`config.mk`:
```
export PLATFORM = sky130hd
export DESIGN_NAME = buzzer_arbiter
export DESIGN_NICKNAME = d
export VERILOG_FILES = /design/src/rtl/buzzer_pkg.sv /design/src/rtl/tone_gen.sv /design/src/rtl/buzzer_arbiter.sv
export SDC_FILE = /design/constraint.sdc
export NUM_CORES = 1
export LEC_CHECK = 0
export ABC_CLOCK_PERIOD_IN_PS = 4800
export CORE_MARGIN = 2
export CORE_UTILIZATION = 55
export DETAILED_ROUTE_END_ITERATION = 10
export PLACE_DENSITY_LB_ADDON = 0.15
export SETUP_SLACK_MARGIN = 0.05
export SLEW_MARGIN = 10
export SYNTH_ARGS = -nofsm -noshare
export SYNTH_HDL_FRONTEND = slang
export SYNTH_SLANG_ARGS = --single-unit
```
`constraint.sdc`:
```
create_clock -name clk -period 4.8 [get_ports clk]
set_input_delay 0.96 -clock clk [delete_from_list [all_inputs] [get_ports clk]]
set_output_delay 0.96 -clock clk [all_outputs]
set_load 0.03 [all_outputs]
```
`src/rtl/buzzer_pkg.sv`:
```
// buzzer_pkg: shared state, source-id and priority definitions for the buzzer arbiter
package buzzer_pkg;
    typedef enum logic [2:0] {
        ST_IDLE, ST_CLICK, ST_OK, ST_FAIL_ON1, ST_FAIL_GAP, ST_FAIL_ON2, ST_ALARM
    } state_t;
    localparam logic [1:0] ID_NONE  = 2'd0;
    localparam logic [1:0] ID_CLICK = 2'd1;
    localparam logic [1:0] ID_OK    = 2'd2;
    localparam logic [1:0] ID_FAIL  = 2'd3;
    localparam logic [2:0] RANK_NONE  = 3'd0;
    localparam logic [2:0] RANK_CLICK = 3'd1;
    localparam logic [2:0] RANK_OK    = 3'd2;
    localparam logic [2:0] RANK_FAIL  = 3'd3;
    localparam logic [2:0] RANK_ALARM = 3'd4;
    function automatic logic [2:0] rank_of(input state_t s);
        return (s == ST_IDLE)  ? RANK_NONE :
               (s == ST_CLICK) ? RANK_CLICK :
               (s == ST_OK)    ? RANK_OK :
               (s == ST_ALARM) ? RANK_ALARM : RANK_FAIL;
    endfunction
    function automatic logic [1:0] id_of(input state_t s);
        return (s == ST_IDLE)  ? ID_NONE :
               (s == ST_CLICK) ? ID_CLICK :
               (s == ST_OK)    ? ID_OK : ID_FAIL;
    endfunction
endpackage

```
`src/rtl/tone_gen.sv`:
```
// tone_gen: registered square-wave generator with restart and enable
// Ports: clk, rst (async, active-high), en (tone allowed, else wave=0 and count held at 0),
//        restart (wave=1, count=0), half (cycles per level), wave (registered output)
module tone_gen #(
    parameter int CW = 32
) (
    input  logic          clk,
    input  logic          rst,
    input  logic          en,
    input  logic          restart,
    input  logic [CW-1:0] half,
    output logic          wave
);
    logic [CW-1:0] r_cnt;
    logic          r_wave;
    always_ff @(posedge clk or posedge rst) begin
        if (rst) begin
            r_cnt  <= '0;
            r_wave <= 1'b0;
        end else if (restart) begin
            r_cnt  <= '0;
            r_wave <= 1'b1;
        end else if (!en) begin
            r_cnt  <= '0;
            r_wave <= 1'b0;
        end else if (r_cnt == half - 1'b1) begin
            r_cnt  <= '0;
            r_wave <= ~r_wave;
        end else begin
            r_cnt  <= r_cnt + 1'b1;
        end
    end
    assign wave = r_wave;
endmodule

```
`src/rtl/buzzer_arbiter.sv`:
```
// buzzer_arbiter: priority arbiter driving the single piezo buzzer of the keypad lock
// Ports: clk, rst (async, active-high); req_click/req_ok/req_fail one-cycle request pulses;
//        lockout level (alarm while high); buzzer registered square wave; busy while sounding;
//        active_id (0 none, 1 click, 2 ok, 3 fail/alarm); done pulse when a timed sound ends
module buzzer_arbiter
    import buzzer_pkg::*;
#(
    parameter int          CW         = 32,
    parameter logic [CW-1:0] CLICK_HALF = 50000,
    parameter logic [CW-1:0] CLICK_DUR  = 10000000,
    parameter logic [CW-1:0] OK_HALF    = 25000,
    parameter logic [CW-1:0] OK_DUR     = 30000000,
    parameter logic [CW-1:0] FAIL_HALF  = 100000,
    parameter logic [CW-1:0] FAIL_SEG   = 5000000,
    parameter logic [CW-1:0] ALM_HALF_A = 40000,
    parameter logic [CW-1:0] ALM_HALF_B = 60000,
    parameter logic [CW-1:0] ALM_SWAP   = 12500000
) (
    input  logic       clk,
    input  logic       rst,
    input  logic       req_click,
    input  logic       req_ok,
    input  logic       req_fail,
    input  logic       lockout,
    output logic       buzzer,
    output logic       busy,
    output logic [1:0] active_id,
    output logic       done
);
    state_t        r_state, w_next;
    logic [CW-1:0] r_dur, r_swap, w_half, w_dur_lim;
    logic [1:0]    r_id;
    logic          r_done, r_alm_b, w_alm_b, w_restart, w_done, w_en;
    // Half-period and segment length follow the current state; a new sound restarts the tone anyway.
    assign w_half    = (r_state == ST_CLICK) ? CLICK_HALF :
                       (r_state == ST_OK)    ? OK_HALF :
                       (r_state == ST_ALARM) ? (r_alm_b ? ALM_HALF_B : ALM_HALF_A) : FAIL_HALF;
    assign w_dur_lim = (r_state == ST_CLICK) ? CLICK_DUR :
                       (r_state == ST_OK)    ? OK_DUR : FAIL_SEG;
    assign w_en      = !(w_next inside {ST_IDLE, ST_FAIL_GAP});
    always_comb begin
        w_next    = r_state;
        w_restart = 1'b0;
        w_done    = 1'b0;
        w_alm_b   = r_alm_b;
        if (r_state == ST_ALARM) begin
            if (!lockout) begin
                w_next = ST_IDLE;
            end else if (r_swap == ALM_SWAP - 1'b1) begin
                w_alm_b   = ~r_alm_b;
                w_restart = 1'b1;
            end
        end else if (lockout) begin
            w_next    = ST_ALARM;
            w_alm_b   = 1'b0;
            w_restart = 1'b1;
        end else if (req_fail) begin
            w_next    = ST_FAIL_ON1;
            w_restart = 1'b1;
        end else if (req_ok && rank_of(r_state) <= RANK_OK) begin
            w_next    = ST_OK;
            w_restart = 1'b1;
        end else if (req_click && rank_of(r_state) <= RANK_CLICK) begin
            w_next    = ST_CLICK;
            w_restart = 1'b1;
        end else if (r_state != ST_IDLE && r_dur == w_dur_lim - 1'b1) begin
            w_next    = (r_state == ST_FAIL_ON1) ? ST_FAIL_GAP :
                        (r_state == ST_FAIL_GAP) ? ST_FAIL_ON2 : ST_IDLE;
            w_restart = (r_state == ST_FAIL_GAP);
            w_done    = (w_next == ST_IDLE);
        end
    end
    always_ff @(posedge clk or posedge rst) begin
        if (rst) begin
            r_state <= ST_IDLE;
            r_id    <= ID_NONE;
            r_done  <= 1'b0;
            r_alm_b <= 1'b0;
            r_dur   <= '0;
            r_swap  <= '0;
        end else begin
            r_state <= w_next;
            r_id    <= id_of(w_next);
            r_done  <= w_done;
            r_alm_b <= w_alm_b;
            // Duration counts only while staying in the same timed state without a restart.
            r_dur   <= (w_next == r_state && !w_restart && !(w_next inside {ST_IDLE, ST_ALARM})) ? r_dur + 1'b1 : '0;
            r_swap  <= (w_next == ST_ALARM && !w_restart) ? r_swap + 1'b1 : '0;
        end
    end
    tone_gen #(.CW(CW)) u_tone (
        .clk    (clk),
        .rst    (rst),
        .en     (w_en),
        .restart(w_restart),
        .half   (w_half),
        .wave   (buzzer)
    );
    assign busy      = (r_state != ST_IDLE);
    assign active_id = r_id;
    assign done      = r_done;
endmodule

```
## Word level (Yosys, flattened, before mapping)

Index checks and enable logic that the tools add are counted.

| word-level totals | value |
|---|---|
| bits in registers | 104 |
| input bits | 6 |
| word-level logic and storage cells | 95 |

| cells by class | value |
|---|---|
| $add $sub $neg | 5 |
| order comparisons | 2 |
| eq/ne operators | 14 |
| multiplexer cells | 48 |
| bitwise logic cells | 2 |
| reductions and logical operators | 16 |

Operator list:

| operator | number |
|---|---|
| 2-to-1 mux 32 bit | 5 |
| adder 32 x 1 -> 32 bit, second input constant | 3 |
| == test 32 bit | 2 |
| 2-to-1 mux 17 bit | 3 |
| 2-to-1 mux 25 bit | 2 |
| 2-to-1 mux 3 bit | 13 |
| == test 32 x 24 -> 1 bit, second input constant | 1 |
| subtractor 25 x 1 -> 26 bit, second input constant | 1 |
| 2-to-1 mux 1 bit | 22 |
| subtractor 17 x 1 -> 18 bit, second input constant | 1 |
| 2-to-1 mux 15 bit | 1 |
| == test 3 bit, second input constant | 4 |
| == test 3 x 2 -> 1 bit, second input constant | 3 |
| logical NOT 3 bit | 3 |
| == test 3 x 1 -> 1 bit, second input constant | 2 |
| logical AND 1 bit | 6 |
| nonzero test 3 bit | 2 |
| 2-to-1 mux 2 bit | 2 |
| nonzero test 2 bit | 2 |
| == test 3 bit | 1 |
| less-or-equal comparator 3 x 1 -> 1 bit, second input constant | 1 |
| less-or-equal comparator 3 x 2 -> 1 bit, second input constant | 1 |
| logical NOT 1 bit | 2 |
| inequality test 2 x 1 -> 1 bit, second input constant | 1 |
| 2 further kinds | 3 |

## Logic depth before layout (Yosys ltp)

Gate-level depths: netlist of run 1.

| depth | value |
|---|---|
| depth after elaboration | 17 |
| depth in mapped cells | 13 |

## Hierarchy

A second synthesis of run 1 with hierarchy kept.

| unflattened totals | value |
|---|---|
| cell total of the unflattened synthesis | 751 |
| area total of the unflattened synthesis | 6767.7 um2 |

Modules (own cells, without submodules):

| module | instances | cells each | area an instance (um2) | sequential area each (um2) |
|---|---|---|---|---|
| buzzer_arbiter | 1 | 417 | 3829.9 | 1776.7 |
| tone_gen | 1 | 334 | 2937.8 | 825.8 |

## Least setup slack after synthesis of run 1

No wires, ideal clock.

| timing | value |
|---|---|
| path kind | register to register |
| start point | reg r_state[1] |
| end point | reg r_dur[10] |
| setup time | 0.123 ns |
| arrival | 2.976 ns |
| slack | 1.701 ns |
| cell stages (with the launch flop) | 14 |
| path buffers | 2 |
| clock period less this slack | 3.099 ns |
| path through | dfrtp_1 buf_6 xnor2_1 nor2_1 inv_1 ha_1 xor2_1 nand4_1 or4_4 or3_4 o22a_4 o2111ai_4 buf_6 nor3_1 |

| on the way | value |
|---|---|
| word-level cells in the longest chain between the ends | 17 |
| elaborated cells on any way between the ends | 44 |

Ends and longest elaborated chain:

| item | RTL line | source |
|---|---|---|
| start: declaration | buzzer_arbiter.sv:30 | `state_t r_state, w_next;` |
| start signal: assignment | buzzer_arbiter.sv:82 | `r_state <= w_next;` |
| == test 3 x 2 -> 1 bit or == test 3 bit (tied branches) | n/a |  |
| 2-to-1 mux 25 bit or 2-to-1 mux 3 bit (tied branches) | buzzer_arbiter.sv:39, buzzer_pkg.sv:19 |  |
| 2-to-1 mux 25 bit or 2-to-1 mux 3 bit (tied branches) | buzzer_arbiter.sv:38, buzzer_pkg.sv:18 |  |
| subtractor 25 x 1 -> 26 bit or 2-to-1 mux 3 bit (tied branches) | buzzer_arbiter.sv:66, buzzer_pkg.sv:17 |  |
| == test 32 bit or 2-to-1 mux 3 bit (tied branches) | buzzer_arbiter.sv:66, buzzer_pkg.sv:16 |  |
| logical AND 1 bit or less-or-equal comparator 3 x 1 -> 1 bit (tied branches) | buzzer_arbiter.sv:66, buzzer_arbiter.sv:63 |  |
| 2-to-1 mux 3 bit or logical AND 1 bit (tied branches) | buzzer_arbiter.sv:66, buzzer_arbiter.sv:63 |  |
| 2-to-1 mux 3 bit | buzzer_arbiter.sv:63 | `end else if (req_click && rank_of(r_state) <= RANK_CLICK) begin` |
| (+2 left out) | n/a |  |
| 2-to-1 mux 3 bit | buzzer_arbiter.sv:53 | `end else if (lockout) begin` |
| 2-to-1 mux 3 bit (*) | buzzer_arbiter.sv:46 | `if (r_state == ST_ALARM) begin` |
| named net w_next[1] | buzzer_arbiter.sv:30 |  |
| == test 3 bit or logical NOT 3 bit (tied branches) | buzzer_arbiter.sv:87 | `r_dur <= (w_next == r_state && !w_restart && !(w_next inside {ST_IDLE, ST_ALARM})) ? r_dur + 1'b1 : '0;` |
| nonzero test 2 bit | buzzer_arbiter.sv:87 |  |
| logical NOT 1 bit | buzzer_arbiter.sv:87 |  |
| logical AND 1 bit (*) | buzzer_arbiter.sv:87 |  |
| 2-to-1 mux 32 bit (*) | buzzer_arbiter.sv:87 |  |
| end signal: assignment | buzzer_arbiter.sv:87 |  |
| end: declaration | buzzer_arbiter.sv:31 | `logic [CW-1:0] r_dur, r_swap, w_half, w_dur_lim;` |

The timed path passes the listed nets; every way through them passes the cells marked *.
A chain may end at the register's enable or synchronous reset.

## Worst setup path in the final report of run 1

| timing | value |
|---|---|
| start point | reg r_state[1] |
| end point | reg r_dur[3] |

The elaborated chain is that of the path after synthesis.

==> results.yml, run 1 <==
outcome:
  outcome: "finished, final reports clean"
die:
  ioPinCount: 11
  dieHeight_um: 108
  coreArea_mm2: 0.0104
  dieArea_mm2: 0.0116
  start_util: 0.571
  rows: 37
  fp.dieW_um: 108
timing:
  drv_slew: 0
  fin_crit_sh: 0.769
  tightest_slew_ns: 0.897
  hold_viol: 0
  max_freq_mhz: 271
  relSlewSlack: 0.402
  setup_viol: 0
  timing.final.crit_period_ns: 3.69
  fin_worst_skew_ns: 0.0111
  setup_tns_ns: 0
  rsz0062_at_grt: "false"
synth:
  synthArstFlopShare: 1.00
  synth-seq-area-share: 0.440
  synth_simple_gate_area_frac: 0.289
  syn-cell-area_mm2: 0.00592
  postSynthCellCount: 643
  synth-compound-area-share: 0.0730
  synth_top_family_by_area: "simple AND/OR/NAND/NOR gates"
  netlist.area_leader.share: 0.440
  yosysTopAreaCell: "dfrtp_1"
  synthXorXnorAreaFrac: 0.142
  synth-edff-count: 0
  synth.area.top_cells: "dfrtp_1 44%, xor2_1 8.1%, nor2_1 7.4%"
  yosys.area_share.adder: 0.00846
  synth-seq-cells: 104
  synth_mux_area_frac: 0.00867
  yosys_most_used_dff: "dfrtp_1"
  postSynthAreaPerCell_um2: 9.20
  syn-num-nets: 653
  yosysUniqueCellTypes: 56
  yosysWarningCount: 0
route:
  routed_wl_mm: 12.5
  drt-initial-drc-count: 319
  vias_per_cell: 5.90
  ant_nets: 0
  firstDrtPassIters: 5
  dr_total_vias: 4624
  wire_per_inst_um: 16.0
  drc: 0
power:
  powerDensity_mw_per_mm2: 252
  power_uw: 1580
  ir_drop_uv: 208
  leakage_uw: 0.00245
worst_setup_path:
  cp-end-kind: "flip-flop"
  path_cells: "xnor2_1 > nor2_1 > inv_1 > ha_1 > xor2_1 > nand4_1 > or4_4 > or3_4 > o22a_4 > o2111ai_4 > nor3_1"
  r2r-start: "r_state[1]"
  worstSetupStartpointType: "flip-flop"
  r2r_slack_ns: 1.11
  crit_family: "simple AND/OR/NAND/NOR gates"
  path_max_fanout: 32
  rr_endpoint: "r_dur[3]"
  cp-startpoint: "r_state[1]"
  slowest_stage: "o2111ai_4"
  critPathKind: "flip-flop to flip-flop"
  r2r.worst_path.cells: 11
  crit_end: "r_dur[3]"
  critPathMaxStageDelay_ns: 0.72
  cp.required_ns: 5.02
  crit_buf_inv: 1
  cp.arrival_ns: 3.92
  path_depth: 11
global_route:
  overflow: 0
  met2_usage: 0.357
  grt_antenna_before_repair: 0
  use_met1: 0.327
  busiest_layer: "met2"
  grt_pass1_vias: 4543
  grt_pass1_wl_mm: 21.6
  grtUsageTotal: 0.235
  grt_start_max_net_pins: 51
  grt_use_met3: 0.0563
cts:
  cts_setup_buffers: 0
  cts_resized: 0
  htreeDepth: 3
  insertion_delay_ns: 0.38
  postCtsHoldBufs: 0
  root_buffer: "clkbuf_8"
  clock-sinks: 104
  path_clk_slew_ns: 0.09
  tritoncts: "built"
  cts_made_buffers: 9
  clockBufferDepth: 2
layout:
  layout.nets: 654
  final_core_util: 0.603
  final_common_cell: "nor2_1"
  stdcell_count: 784
  diodes: 0
  syn2layout_area_growth_pct: 5.69
  drive_gt1_frac: 0.0556
  final_cell_mix: "117 x nor2_1, 104 x dfrtp_1, 55 x xor2_1"
worst_hold_path:
  holdCritPathClass: "flip-flop to flip-flop"
flow_run:
  drv_cap: 0
placement:
  dpl.hpwl_mm: 9.01
  gp_congestion: 0.870
  placed_cells: 769
  portBuffers: 10
-- cell type report --
type	instances	area, um2
clock inverters	5	32.5
clock buffers	10	138
repair buffers	19	168
multi-input cells	495	3080
flip-flops and latches	104	2600
well taps	136	170
fillers	913	4120
inverters	15	58.8
-- routing by layer --
metal  up-vias  wire length (um)
li1       2238                 -
met1      2252              5920
met2       113              5680
met3        21               639
met4         0               282
met5         -                 0
-- cell usage after synthesis, types with 4 or more instances --
library cell and instances:
nor2b_1 6, buf_6 8, and3_1 20, and4_1 10, nand2b_1 6, ha_1 4, xor2_1 55, nand3b_1 4
nand3_1 45, clkbuf_1 16, nand2_1 38, a31oi_1 4, nor3b_1 4, nand4_1 25, nor2_1 117, buf_2 4
mux2i_1 4, nor4bb_1 4, nor4_1 10, nor4b_1 7, inv_1 15, xnor2_1 41, a21oi_1 7, nor3_1 27
o21ai_0 12, dfrtp_1 104
-- worst min path at each step --
stage                     from              end  slack [ns]  cells after the start
3_5_place_dp   u_tone.r_cnt[0]  u_tone.r_cnt[0]        0.48                      1
5_1_grt        u_tone.r_cnt[0]  u_tone.r_cnt[0]        0.53                      1
6_report       u_tone.r_cnt[0]  u_tone.r_cnt[0]        0.48                      1
2_1_floorplan  u_tone.r_cnt[0]  u_tone.r_cnt[0]        0.44                      1
3_3_place_gp   u_tone.r_cnt[0]  u_tone.r_cnt[0]        0.47                      1
4_1_cts        u_tone.r_cnt[0]  u_tone.r_cnt[0]        0.49                      1
-- metrics by stage --
stage / worst slack, ns / area (um2) / hold WS [ns]
finish: 1.11 / 6250 / 0.484
global route: 0.874 / 6250 / 0.529
CTS: 1.12 / 6250 / 0.489
detailed placement: 1.14 / 6080 / 0.476
global placement: 1.23 / 6080 / 0.468
floorplan: 1.11 / 5920 / 0.444
-- sequential cells by signal, summed over array words and instances (netlist names) --
register      flops
r_dur            32
r_swap           32
r_alm_b           1
u_tone.r_cnt     32
active_id         2
r_state           3
u_tone.wave       1
done              1
-- power breakdown --
part / switching [uW] / internal, uW / total, uW
Sequential: 8.91 / 886 / 895
Clock: 290 / 200 / 490
Combinational: 135 / 58.0 / 193
-- cell families after synthesis --
group / Yosys count
simple gates: 335
mux: 5
xor+xnor: 96
flops: 104
buf+inv: 44
compound gates: 55
fa+ha+maj: 4
Power figures use the tool's default switching activity.
==> run 2: changes to the inputs <==
- ABC_CLOCK_PERIOD_IN_PS: 4800 -> 3800
- clock period: 4.8 -> 3.8 ns (I/O delays scaled with it)
==> results.yml, run 2 (synthesis results as in run 1) <==
die:
  coreArea_mm2: 0.0104
  dieArea_mm2: 0.0116
  ioPinCount: 11
  fp.dieW_um: 108
  rows: 37
  start_util: 0.571
  dieHeight_um: 108
cts:
  clock-sinks: 104
  tritoncts: "built"
  htreeDepth: 3
  cts_resized: 0
  cts_setup_buffers: 0
  clockBufferDepth: 2
  cts_made_buffers: 9
  root_buffer: "clkbuf_8"
  postCtsHoldBufs: 0
  insertion_delay_ns: 0.39
  path_clk_slew_ns: 0.10
layout:
  drive_gt1_frac: 0.0599
  final_cell_mix: "117 x nor2_1, 104 x dfrtp_1, 55 x xor2_1"
  syn2layout_area_growth_pct: 6.32
  stdcell_count: 787
  top_regs: "r_dur x32, r_swap x32, u_tone.r_cnt x32"
  finalInstanceArea_mm2: 0.00629
  diodes: 0
  final_common_cell: "nor2_1"
  layout.nets: 656
  fillCellCount: 899
timing:
  max_freq_mhz: 287
  hold_viol: 0
  timing.final.crit_period_ns: 3.48
  hold_slack_ns: 0.484
  setup_ws_ns: 0.321
  fin_worst_skew_ns: 0.00763
  setup_tns_ns: 0
  drv_slew: 0
  fin_crit_sh: 0.916
  relSlewSlack: 0.420
  setup_viol: 0
  rsz0062_at_grt: "false"
  tightest_slew_ns: 0.864
global_route:
  grt_pass1_wl_mm: 21.7
  overflow: 0
  grt_pass1_vias: 4469
  grt_antenna_before_repair: 0
  grtUsageTotal: 0.237
  grt_start_max_net_pins: 62
worst_setup_path:
  cp.arrival_ns: 3.74
  path_max_fanout: 13
  critPathKind: "flip-flop to flip-flop"
  cp-end-kind: "flip-flop"
  worstSetupStartpointType: "flip-flop"
  cp.required_ns: 4.06
flow_run:
  drv_cap: 0
power:
  combPwrFrac: 0.124
  powerDensity_mw_per_mm2: 321
  p_sw_frac: 0.286
  clockPowerShare: 0.316
  ir_drop_uv: 300
  p_int_uw: 1440
  p_sw_uw: 577
  power_frac_seq: 0.560
  leakage_uw: 0.00245
outcome:
  outcome: "finished, final reports clean"
route:
  drt-initial-drc-count: 297
  firstDrtPassIters: 5
  drc: 0
  wire_per_inst_um: 16.0
  dr_total_vias: 4596
  ant_nets: 0
  routed_wl_mm: 12.6
  vias_per_cell: 5.84
worst_hold_path:
  holdCritPathClass: "flip-flop to flip-flop"
placement:
  place_area_mm2: 0.00611
  pre_cts_ws_ns: 0.358
  dpl.hpwl_mm: 8.92
  portBuffers: 10
  gp_congestion: 0.853
  placed_cells: 771
-- run 2: changes by cell type in the layout (fill, tap and decap cells not counted), sizes merged --
cell      previous run  this run
clkinv               4         2
buf                  9        11
clkinvlp             0         4
clkbuf              10         9
-- run 2: worst paths after layout --
kind | startpoint | endpoint | slack [ns] | cells after the start
setup / recovery | r_state[1] | r_dur[1] | 0.32 | 11
hold / removal | r_swap[0] | r_swap[0] | 0.48 | 1
setup reg to reg | r_state[1] | r_dur[1] | 0.32 | 11
hold reg to reg | r_swap[0] | r_swap[0] | 0.48 | 1
max in group asynchronous | rst | r_dur[22] | 2.24 | 3
min in group asynchronous | rst | r_swap[3] | 0.85 | 2
-- run 2: power groups by stage --
stage	Sequential [uW]	Clock, uW	Combinational, uW
finish	1130	638	250
global placement	1150	0	245
CTS	1130	662	251
global route	1130	713	276
floorplan	1160	0	189
detailed placement	1150	0	250
-- run 2: layout make-up --
class / instances / area [um2] / share of cell area
multi-input combinational: 495 / 3080 / 0.490
tap: 136 / 170 / 0.0270
timing repair buffer: 21 / 195 / 0.0310
inverter: 15 / 58.8 / 0.00935
clock inverter: 7 / 56.3 / 0.00895
clock buffer: 9 / 124 / 0.0197
sequential: 104 / 2600 / 0.414
-- run 2: metrics by stage --
stage / util / total power, uW
5_1_grt: 0.607 / 2120
6_report: 0.607 / 2020
3_5_place_dp: 0.589 / 1400
2_1_floorplan: - / 1350
4_1_cts: 0.607 / 2040
3_3_place_gp: 0.589 / 1400
-- run 2: worst max-delay path: stages, from the launching register on --
cell and delay (ns):
dfrtp_1 0.41, xnor2_1 0.18, nor2_1 0.32, inv_1 0.08
ha_1 0.31, xor2_1 0.19, nand4_1 0.11, or4_4 0.45
or3_4 0.39, a211oi_1 0.23, o22a_1 0.55, nor3b_1 0.12
-- run 2: per-layer routing --
layer  vias up  track usage  share of wire
met3        16       0.0484          0.041
met5         -            0              0
li1       2254            -              -
met2        90        0.386           0.48
met4         0       0.0824          0.021
met1      2236        0.315           0.46
